[src/rtl/crc5_r_pkg.sv]
// Shared definitions for the token/handshake receive decoder: PID codes,
// decoder FSM states and CRC5 generator constants.
package crc5_r_pkg;

    localparam logic [3:0] PID_OUT   = 4'b0001;
    localparam logic [3:0] PID_IN    = 4'b1001;
    localparam logic [3:0] PID_SOF   = 4'b0101;
    localparam logic [3:0] PID_SETUP = 4'b1101;
    localparam logic [3:0] PID_ACK   = 4'b0010;
    localparam logic [3:0] PID_NAK   = 4'b1010;
    localparam logic [3:0] PID_STALL = 4'b1110;

    // x^5 + x^2 + 1 (x^5 term implicit), all-ones seed
    localparam logic [4:0] CRC5_POLY = 5'b00101;
    localparam logic [4:0] CRC5_SEED = 5'b11111;

    typedef enum logic [1:0] {
        IDLE,
        TOK1,
        TOK2,
        DROP
    } state_t;

    function automatic logic is_token(input logic [3:0] pid);
        return (pid == PID_OUT) || (pid == PID_IN) ||
               (pid == PID_SOF) || (pid == PID_SETUP);
    endfunction

    function automatic logic is_hs(input logic [3:0] pid);
        return (pid == PID_ACK) || (pid == PID_NAK) || (pid == PID_STALL);
    endfunction

endpackage

[src/rtl/crc5_chk.sv]
// Combinational CRC5 over the 11 token bits (addr[0] first, endp[3] last)
// and comparison against the received 5-bit CRC field.
module crc5_chk
    import crc5_r_pkg::*;
(
    input  logic [10:0] data,
    input  logic [4:0]  field,
    output logic        match
);

    logic [4:0] rem;
    logic [4:0] field_exp;
    logic       fb;

    // Serial LFSR unrolled over the 11 bits, then complement and bit-reverse
    always_comb begin
        rem = CRC5_SEED;
        fb  = 1'b0;
        for (int unsigned i = 0; i < 11; i++) begin
            fb  = rem[4] ^ data[i];
            rem = {rem[3:0], 1'b0};
            if (fb) begin
                rem = rem ^ CRC5_POLY;
            end
        end
        for (int unsigned i = 0; i < 5; i++) begin
            field_exp[i] = ~rem[4-i];
        end
        match = (field_exp == field);
    end

endmodule

[src/rtl/crc5_r.sv]
// Receive-side decoder for token and handshake packets: validates PID,
// length and CRC5, and presents decoded fields through a valid/ready register.
module crc5_r
    import crc5_r_pkg::*;
(
    input  logic       clk,
    input  logic       rst,
    input  logic [7:0] rx_data,
    input  logic       rx_valid,
    input  logic       rx_sop,
    input  logic       rx_eop,
    output logic [3:0] rx_pid,
    output logic [6:0] rx_addr,
    output logic [3:0] rx_endp,
    output logic       rx_is_hs,
    output logic       rx_pkt_valid,
    input  logic       rx_pkt_ready,
    output logic       pid_err,
    output logic       crc_err,
    output logic       len_err,
    output logic       ovf_err
);

    state_t     state, state_nx;
    logic [3:0] pid_q;
    logic [6:0] addr_q;
    logic       endp0_q;

    logic       pid_ok, crc_ok;
    logic       pid_e, crc_e, len_e;
    logic       done, done_hs;
    logic [3:0] out_pid;
    logic [6:0] out_addr;
    logic [3:0] out_endp;

    assign pid_ok = (rx_data[7:4] == ~rx_data[3:0]);

    crc5_chk u_chk (
        .data  ({rx_data[2:0], endp0_q, addr_q}),
        .field (rx_data[7:3]),
        .match (crc_ok)
    );

    // Next-state and error/completion decode for the byte on rx_data
    always_comb begin
        state_nx = state;
        pid_e    = 1'b0;
        crc_e    = 1'b0;
        len_e    = 1'b0;
        done     = 1'b0;
        done_hs  = 1'b0;
        if (rx_valid) begin
            if (rx_sop) begin
                // A start byte outside IDLE aborts the packet in progress
                len_e = (state != IDLE);
                if (!pid_ok) begin
                    pid_e    = 1'b1;
                    state_nx = rx_eop ? IDLE : DROP;
                end else if (is_hs(rx_data[3:0])) begin
                    if (rx_eop) begin
                        done     = 1'b1;
                        done_hs  = 1'b1;
                        state_nx = IDLE;
                    end else begin
                        len_e    = 1'b1;
                        state_nx = DROP;
                    end
                end else if (is_token(rx_data[3:0])) begin
                    // A token that ends on its PID byte is too short
                    if (rx_eop) begin
                        len_e    = 1'b1;
                        state_nx = IDLE;
                    end else begin
                        state_nx = TOK1;
                    end
                end else begin
                    state_nx = rx_eop ? IDLE : DROP;
                end
            end else begin
                case (state)
                    IDLE: state_nx = IDLE;
                    TOK1: begin
                        if (rx_eop) begin
                            len_e    = 1'b1;
                            state_nx = IDLE;
                        end else begin
                            state_nx = TOK2;
                        end
                    end
                    TOK2: begin
                        if (!rx_eop) begin
                            len_e    = 1'b1;
                            state_nx = DROP;
                        end else begin
                            done     = crc_ok;
                            crc_e    = ~crc_ok;
                            state_nx = IDLE;
                        end
                    end
                    DROP: state_nx = rx_eop ? IDLE : DROP;
                    default: state_nx = IDLE;
                endcase
            end
        end
    end

    // Fields for a completing packet; handshakes carry no address/endpoint
    always_comb begin
        out_pid  = done_hs ? rx_data[3:0] : pid_q;
        out_addr = done_hs ? '0 : addr_q;
        out_endp = done_hs ? '0 : {rx_data[2:0], endp0_q};
    end

    // FSM state, token field capture, output register and error pulses
    always_ff @(posedge clk or posedge rst) begin
        if (rst) begin
            state        <= IDLE;
            pid_q        <= '0;
            addr_q       <= '0;
            endp0_q      <= 1'b0;
            rx_pid       <= '0;
            rx_addr      <= '0;
            rx_endp      <= '0;
            rx_is_hs     <= 1'b0;
            rx_pkt_valid <= 1'b0;
            pid_err      <= 1'b0;
            crc_err      <= 1'b0;
            len_err      <= 1'b0;
            ovf_err      <= 1'b0;
        end else begin
            state   <= state_nx;
            pid_err <= pid_e;
            crc_err <= crc_e;
            len_err <= len_e;
            ovf_err <= 1'b0;
            if (rx_valid && rx_sop) begin
                pid_q <= rx_data[3:0];
            end
            if (rx_valid && !rx_sop && state == TOK1) begin
                addr_q  <= rx_data[6:0];
                endp0_q <= rx_data[7];
            end
            if (done && (!rx_pkt_valid || rx_pkt_ready)) begin
                rx_pid       <= out_pid;
                rx_addr      <= out_addr;
                rx_endp      <= out_endp;
                rx_is_hs     <= done_hs;
                rx_pkt_valid <= 1'b1;
            end else if (done) begin
                ovf_err <= 1'b1;
            end else if (rx_pkt_ready) begin
                rx_pkt_valid <= 1'b0;
            end
        end
    end

endmodule
[config.mk]
export PLATFORM = sky130hd
export DESIGN_NAME = crc5_r
export DESIGN_NICKNAME = d
export VERILOG_FILES = /design/src/rtl/crc5_r_pkg.sv /design/src/rtl/crc5_chk.sv /design/src/rtl/crc5_r.sv
export SDC_FILE = /design/constraint.sdc
export NUM_CORES = 1
export LEC_CHECK = 0
export CAP_MARGIN = 15
export CORE_ASPECT_RATIO = 0.75
export CORE_MARGIN = 2
export CORE_UTILIZATION = 50
export DETAILED_ROUTE_END_ITERATION = 10
export GPL_TIMING_DRIVEN = 0
export HOLD_SLACK_MARGIN = 0.1
export PLACE_DENSITY = 0.85
export SETUP_SLACK_MARGIN = 0.2
export SYNTH_ARGS = -nofsm -noshare
export SYNTH_HDL_FRONTEND = slang
export SYNTH_HIERARCHICAL = 1
export SYNTH_SLANG_ARGS = --single-unit
[constraint.sdc]
create_clock -name clk -period 3.5 [get_ports clk]
set_clock_uncertainty 0.1 [all_clocks]
set_input_delay 0.7 -clock clk [delete_from_list [all_inputs] [get_ports clk]]
set_output_delay 0.7 -clock clk [all_outputs]
set_load 0.05 [all_outputs]
# Word-level counts from Yosys, hierarchy flattened
# Index checks and enable logic that the tools add are counted.
[classes]
n_reduce_logical = 17
mux = 52
n_eq_ne = 13
bitwise = 27
[op_table]
columns = ["operator", "n"]
rows = [
  ["3-bit two-way mux", 11],
  ["1-bit two-way mux", 30],
  ["2-bit inverter", 10],
  ["4-bit equality test, second input constant", 4],
  ["2-bit two-way mux", 6],
  ["4-bit two-way mux", 2],
  ["1-bit bitwise XOR", 8],
  ["7-bit two-way mux", 1],
  ["1-bit logical OR", 6],
  ["1-bit inverter", 6],
  ["2-bit case mux with 3 select lines", 1],
  ["5-bit equality test", 1],
  ["2-bit equality test, second input constant", 2],
  ["4-bit by 1-bit equality test with 1-bit output, second input constant", 1],
  ["4-bit by 2-bit equality test with 1-bit output, second input constant", 1],
  ["4-bit by 3-bit equality test with 1-bit output, second input constant", 1],
  ["4-bit equality test", 1],
  ["1-bit logical AND", 4],
  ["4-bit inverter", 1],
  ["2-bit nonzero test", 2],
  ["2-bit by 1-bit equality test with 1-bit output, second input constant", 1],
  ["1-bit logical NOT", 2],
  ["2-bit logical NOT", 1],
  ["2-bit by 1-bit != test with 1-bit output, second input constant", 1],
  ["4 further kinds", 5],
]
[totals]
inputBits = 14
register_bits = 35

# Longest topological paths before layout
[depth]
ltp_word = 30
ltp_mapped = 10
depth_no_buf = 9

# Modules after synthesis
# The synthesis kept the hierarchy.
[modules_own_cells]
columns = ["mod", "seq_area_each_um2", "area_per_inst_um2", "instances", "cells_each"]
rows = [
  ["crc5_r", 875.8, 1516.5, 1, 111],
  ["crc5_chk", 0.0, 242.7, 1, 23],
]

# Worst setup path after synthesis
# Ideal clock, no wire load.
[synth_timing]
path_type = "input -> register"
from = "input port rx_data[2]"
to = "register rx_addr[0]"
path_slack_ns = 0.724
cell_stages = 10
arrival_time_ns = 2.555
n_path_buf = 1
required_ns = 3.279
setup_time_ns = 0.121
path_cell_list = "xnor3_1 xnor3_1 and2_1 a22oi_1 a221oi_2 nand4_1 nor4b_4 a31oi_4 buf_6 a22o_1"
[synth_via]
elab_chain_len = 9
elab_cells_between_ends = 22
classes_between = "eq/ne: 5; mux: 10; bitwise: 4; reduce/logical: 3"
[synth_rtl]
columns = ["element", "line_no", "rtl"]
rows = [
  ["start, declared", "crc5_r.sv:8", "input logic [7:0] rx_data,"],
  ["1-bit bitwise XOR *", "crc5_chk.sv:20", "fb = rem[4] ^ data[i];"],
  ["3-bit two-way mux *", "crc5_chk.sv:22", "if (fb) begin"],
  ["1-bit inverter", "crc5_chk.sv:27", "field_exp[i] = ~rem[4-i];"],
  ["5-bit equality test *", "crc5_chk.sv:29", "match = (field_exp == field);"],
  ["named net crc_ok", "crc5_r.sv:29", "logic pid_ok, crc_ok;"],
  ["1-bit two-way mux *", "crc5_r.sv:91", "if (!rx_eop) begin"],
  ["1-bit two-way mux *", "crc5_r.sv:80", "case (state)"],
  ["1-bit two-way mux *", "crc5_r.sv:53", "if (rx_sop) begin"],
  ["1-bit two-way mux *", "crc5_r.sv:52", "if (rx_valid) begin"],
  ["1-bit logical AND *", "crc5_r.sv:143", "if (done && (!rx_pkt_valid || rx_pkt_ready)) begin"],
  ["end signal, assigned", "crc5_r.sv:145", "rx_addr <= out_addr;"],
  ["end, declared", "crc5_r.sv:13", "output logic [6:0] rx_addr,"],
]
# Mark *: on every way through the listed nets, which the timed path passes. The rest lies on a longest branch.
# A chain may end at the register's enable or synchronous reset.

# Worst setup path after layout
[layout_timing]
from = "input port rx_data[0]"
to = "register rx_addr[1]"
[layout_via]
elab_chain_len = 12
elab_cells_between_ends = 25
classes_between = "eq/ne: 5; mux: 12; bitwise: 5; reduce/logical: 3"
[layout_rtl]
columns = ["element", "line_no"]
rows = [
  ["1-bit bitwise XOR *", "crc5_chk.sv:20"],
  ["3-bit two-way mux *", "crc5_chk.sv:22"],
  ["3-bit two-way mux", "crc5_chk.sv:22"],
  ["2-bit inverter (no line)", "--"],
  ["3-bit two-way mux", "crc5_chk.sv:22"],
  ["1-bit inverter", "crc5_chk.sv:27"],
  ["5-bit equality test *", "crc5_chk.sv:29"],
  ["named net crc_ok", "crc5_r.sv:29"],
  ["1-bit two-way mux *", "crc5_r.sv:91"],
  ["1-bit two-way mux *", "crc5_r.sv:80"],
  ["1-bit two-way mux *", "crc5_r.sv:53"],
  ["1-bit two-way mux *", "crc5_r.sv:52"],
  ["1-bit logical AND *", "crc5_r.sv:143"],
]
# Marks and branches as above.

==> impl_metrics.py <==
metrics = {
    "status": {
        "status": "finished clean",
    },
    "global_routing": {
        "grt.overflow.total": 0,
        "antenna_found_initial": 0,
        "grt_pass1_vias": 1272,
        "grt_use_total": 0.2091,
        "grt_start_max_net_pins": 21,
        "grt_pass1_wl_um": 6237,
    },
    "power": {
        "leakagePower_nw": 1.019,
        "swShare": 0.3925,
        "intPower_mw": 1.168,
        "pwr-share-comb": 0.483,
        "vdd_drop_max_v": 0.0003748,
        "seq_power_share": 0.322,
        "p_per_area_mw_per_mm2": 841.7,
        "p_clk_frac": 0.195,
        "power_mw": 1.923,
        "switching_power_mw": 0.7549,
    },
    "yosys": {
        "netlist_top_cells_area": "dfrtp_1 (50%), mux2_2 (8.3%), xnor2_1 (6.5%), a22o_1 (4.5%), xnor3_1 (3.8%)",
        "netlist_area_mm2": 0.001759,
        "synth_top_area_share": 0.4979,
        "syn_nets": 148,
        "avgSynthCellArea_um2": 13.13,
        "syn_inst": 134,
        "synth_cell_type_count": 45,
        "ys.flop_type": "dfrtp_1",
        "synth_top_area_cell": "dfrtp_1",
        "ys_seq_area_frac": 0.4979,
        "synth-seq-cells": 35,
        "synth_async_sr_flop_share": 1.000,
        "yosysWarnings": 6,
        "synth_edf_count": 0,
    },
    "critical_path": {
        "critical_path_class": "in2reg",
        "required_ns": 3.58,
        "critPathCaptureType": "flop",
        "cp_data_arrival_time_ns": 3.28,
        "crit_path_max_fanout": 10,
        "cp-start-kind": "input port",
    },
    "sta": {
        "slew_viol_final": 0,
        "slew_headroom": 0.5254,
        "max_freq_mhz": 312.5,
        "setup_violations": 0,
        "worstMarginPinSlew_ns": 0.7111,
        "setup_tns_ns": 0,
        "finalCritPeriodShare": 0.9143,
        "period_needed_ns": 3.200,
        "finalHoldViolCount": 0,
        "rsz0062_at_grt": "false",
    },
    "detailed_routing": {
        "drt-total-wl_um": 3760,
        "via_count": 1250,
        "wire_per_inst_um": 17.25,
        "viasPerCell": 5.734,
        "drt-pass1-iter-count": 4,
        "ant_nets": 0,
        "drt_iter0_drc": 123,
        "drcViolationCount": 0,
    },
    "floorplan": {
        "die_h_um": 55.37,
        "dieWidth_um": 72.49,
        "core-area_mm2": 0.003333,
        "io_pins": 35,
        "start_util": 0.5278,
        "dieArea_mm2": 0.004014,
        "num_rows": 18,
    },
    "layout": {
        "fillCellCount": 237,
        "area_delta_synth_final_pct": 29.87,
        "final_layout_size_suffix_gt1_frac": 0.2697,
        "final_nets": 191,
        "stdcell_count": 218,
        "antenna_cells": 0,
    },
    "cts": {
        "cts_hold_buf": 0,
        "worstSkewPairLatency_ns": 0.29,
        "cts_tree": "yes",
        "root_buffer": "clkbuf_8",
        "cts_buffer_depth": 2,
        "clkTransAtPathRegs_ns": 0.07,
        "clock-sinks": 35,
        "h-tree-depth": 2,
        "numCtsBuffers": 5,
    },
    "min_path": {
        "hold_path.class": "reg2reg",
    },
    "placed_design": {
        "gp_congestion": 0.9043,
        "port_buffers": 31,
        "dp.cells": 206,
        "hpwl_um": 2652,
    },
    "run": {
        "cap_violations": 0,
    },
}
==> state kept, by name, summed over array words and instances (netlist names) <==
register,cells
crc_err,1
rx_endp,4
rx_pid,4
ovf_err,1
rx_is_hs,1
rx_pkt_valid,1
state,2
pid_err,1
endp0_q,1
pid_q,4
len_err,1
rx_addr,7
addr_q,7
==> stage by stage <==
| step | util | setup slack (ns) | hold WS, ns | instance area (µm²) |
|---|---|---|---|---|
| 2_1_floorplan | - | 0.7237 | 0.3706 | 1759 |
| 3_3_place_gp | 0.6359 | -0.2998 | 0.3597 | 2120 |
| 3_5_place_dp | 0.6441 | -0.4581 | 0.3691 | 2147 |
| 4_1_cts | 0.6847 | 0.2164 | 0.3848 | 2282 |
| 5_1_grt | 0.6854 | 0.1813 | 0.4098 | 2285 |
| 6_report | 0.6854 | 0.3000 | 0.3837 | 2285 |
==> worst paths after layout <==
kind / startpoint / endpoint / slack, ns / cells after the start
setup / recovery: rx_data[0] / rx_addr[1] / 0.30 / 12
hold / removal: rx_is_hs / rx_is_hs / 0.38 / 1
setup reg to reg: addr_q[0] / rx_addr[1] / 0.41 / 11
hold reg to reg: rx_is_hs / rx_is_hs / 0.38 / 1
max in group asynchronous: rst / state[1] / 2.02 / 3
min in group asynchronous: rst / rx_addr[0] / 0.73 / 2
==> logic make-up (layout without fill, tap and decap cells) <==
family	Yosys count	count (layout)	synth area share
compound gates	26	26	0.1408
mux	13	13	0.08321
buf+inv	10	54	0.03342
xor+xnor	18	18	0.1174
simple gates	32	32	0.1273
flops	35	35	0.4979
==> what timing repair did <==
action                     CTS  global route
resized for setup            4             5
setup buffers                3             1
pin swaps                    1             2
setup endpoints to repair   16            14
==> critical path: stages <==
cell and delay, ns:
dlygate4sd2_1 0.42, xnor2_1 0.14, xnor2_1 0.24, and2_1 0.20
a22oi_1 0.09, a221oi_2 0.32, nand4_1 0.25, nor4b_4 0.29
buf_4 0.18, a31oi_4 0.06, buf_6 0.18, a22o_1 0.19
==> power by group through the flow <==
stage / clock network, mW / logic, mW / registers [mW]
3_5_place_dp: 0 / 0.923 / 0.627
3_3_place_gp: 0 / 0.894 / 0.618
5_1_grt: 0.402 / 0.978 / 0.637
2_1_floorplan: 0 / 0.442 / 0.855
6_report: 0.375 / 0.929 / 0.619
4_1_cts: 0.382 / 0.928 / 0.620
==> placed cells by master, fill, tap and decap left out, types with 2 or more instances in the layout <==
cell	n
a221o_1	2
a221oi_2	2
a22o_1	9
a22o_2	3
and2_1	4
buf_2	3
buf_4	4
clkbuf_2	2
clkbuf_8	7
clkdlybuf4s50_1	26
dfrtp_1	35
dlygate4sd2_1	2
inv_1	4
mux2_2	13
nand2_1	3
nand3_1	3
nor2_1	5
nor3_1	2
xnor2_1	13
xnor3_1	3
==> cell usage after synthesis, drive strengths merged, types with 2 or more instances <==
master	count
clkbuf	2
mux2	13
xnor2	13
nand2	3
and3	2
xor2	2
buf	4
nor2	6
a22o	12
and2	4
dfrtp	35
inv	4
nand3	3
a221oi	2
nor3	3
a221o	2
xnor3	3
==> cell type report <==
class	count	area, µm²	share of cell area
plain buffers	6	43.79	0.01917
clock buffers	6	82.58	0.03614
clock inverters	2	35.03	0.01533
inverters	4	15.01	0.006572
multi-input cells	89	824.5	0.3609
flip-flops and latches	35	875.8	0.3834
well taps	40	50.05	0.02191
repair buffers	36	357.8	0.1566
==> routing by layer <==
| layer | global-route usage | share of wire | up-vias |
|---|---|---|---|
| met5 | 0 | 0 | - |
| met3 | 0.07482 | 0.060 | 10 |
| li1 | - | - | 576 |
| met1 | 0.2710 | 0.45 | 620 |
| met2 | 0.3145 | 0.47 | 44 |
| met4 | 0.09259 | 0.024 | 0 |
No activity file was read; power rests on OpenSTA's default activity.
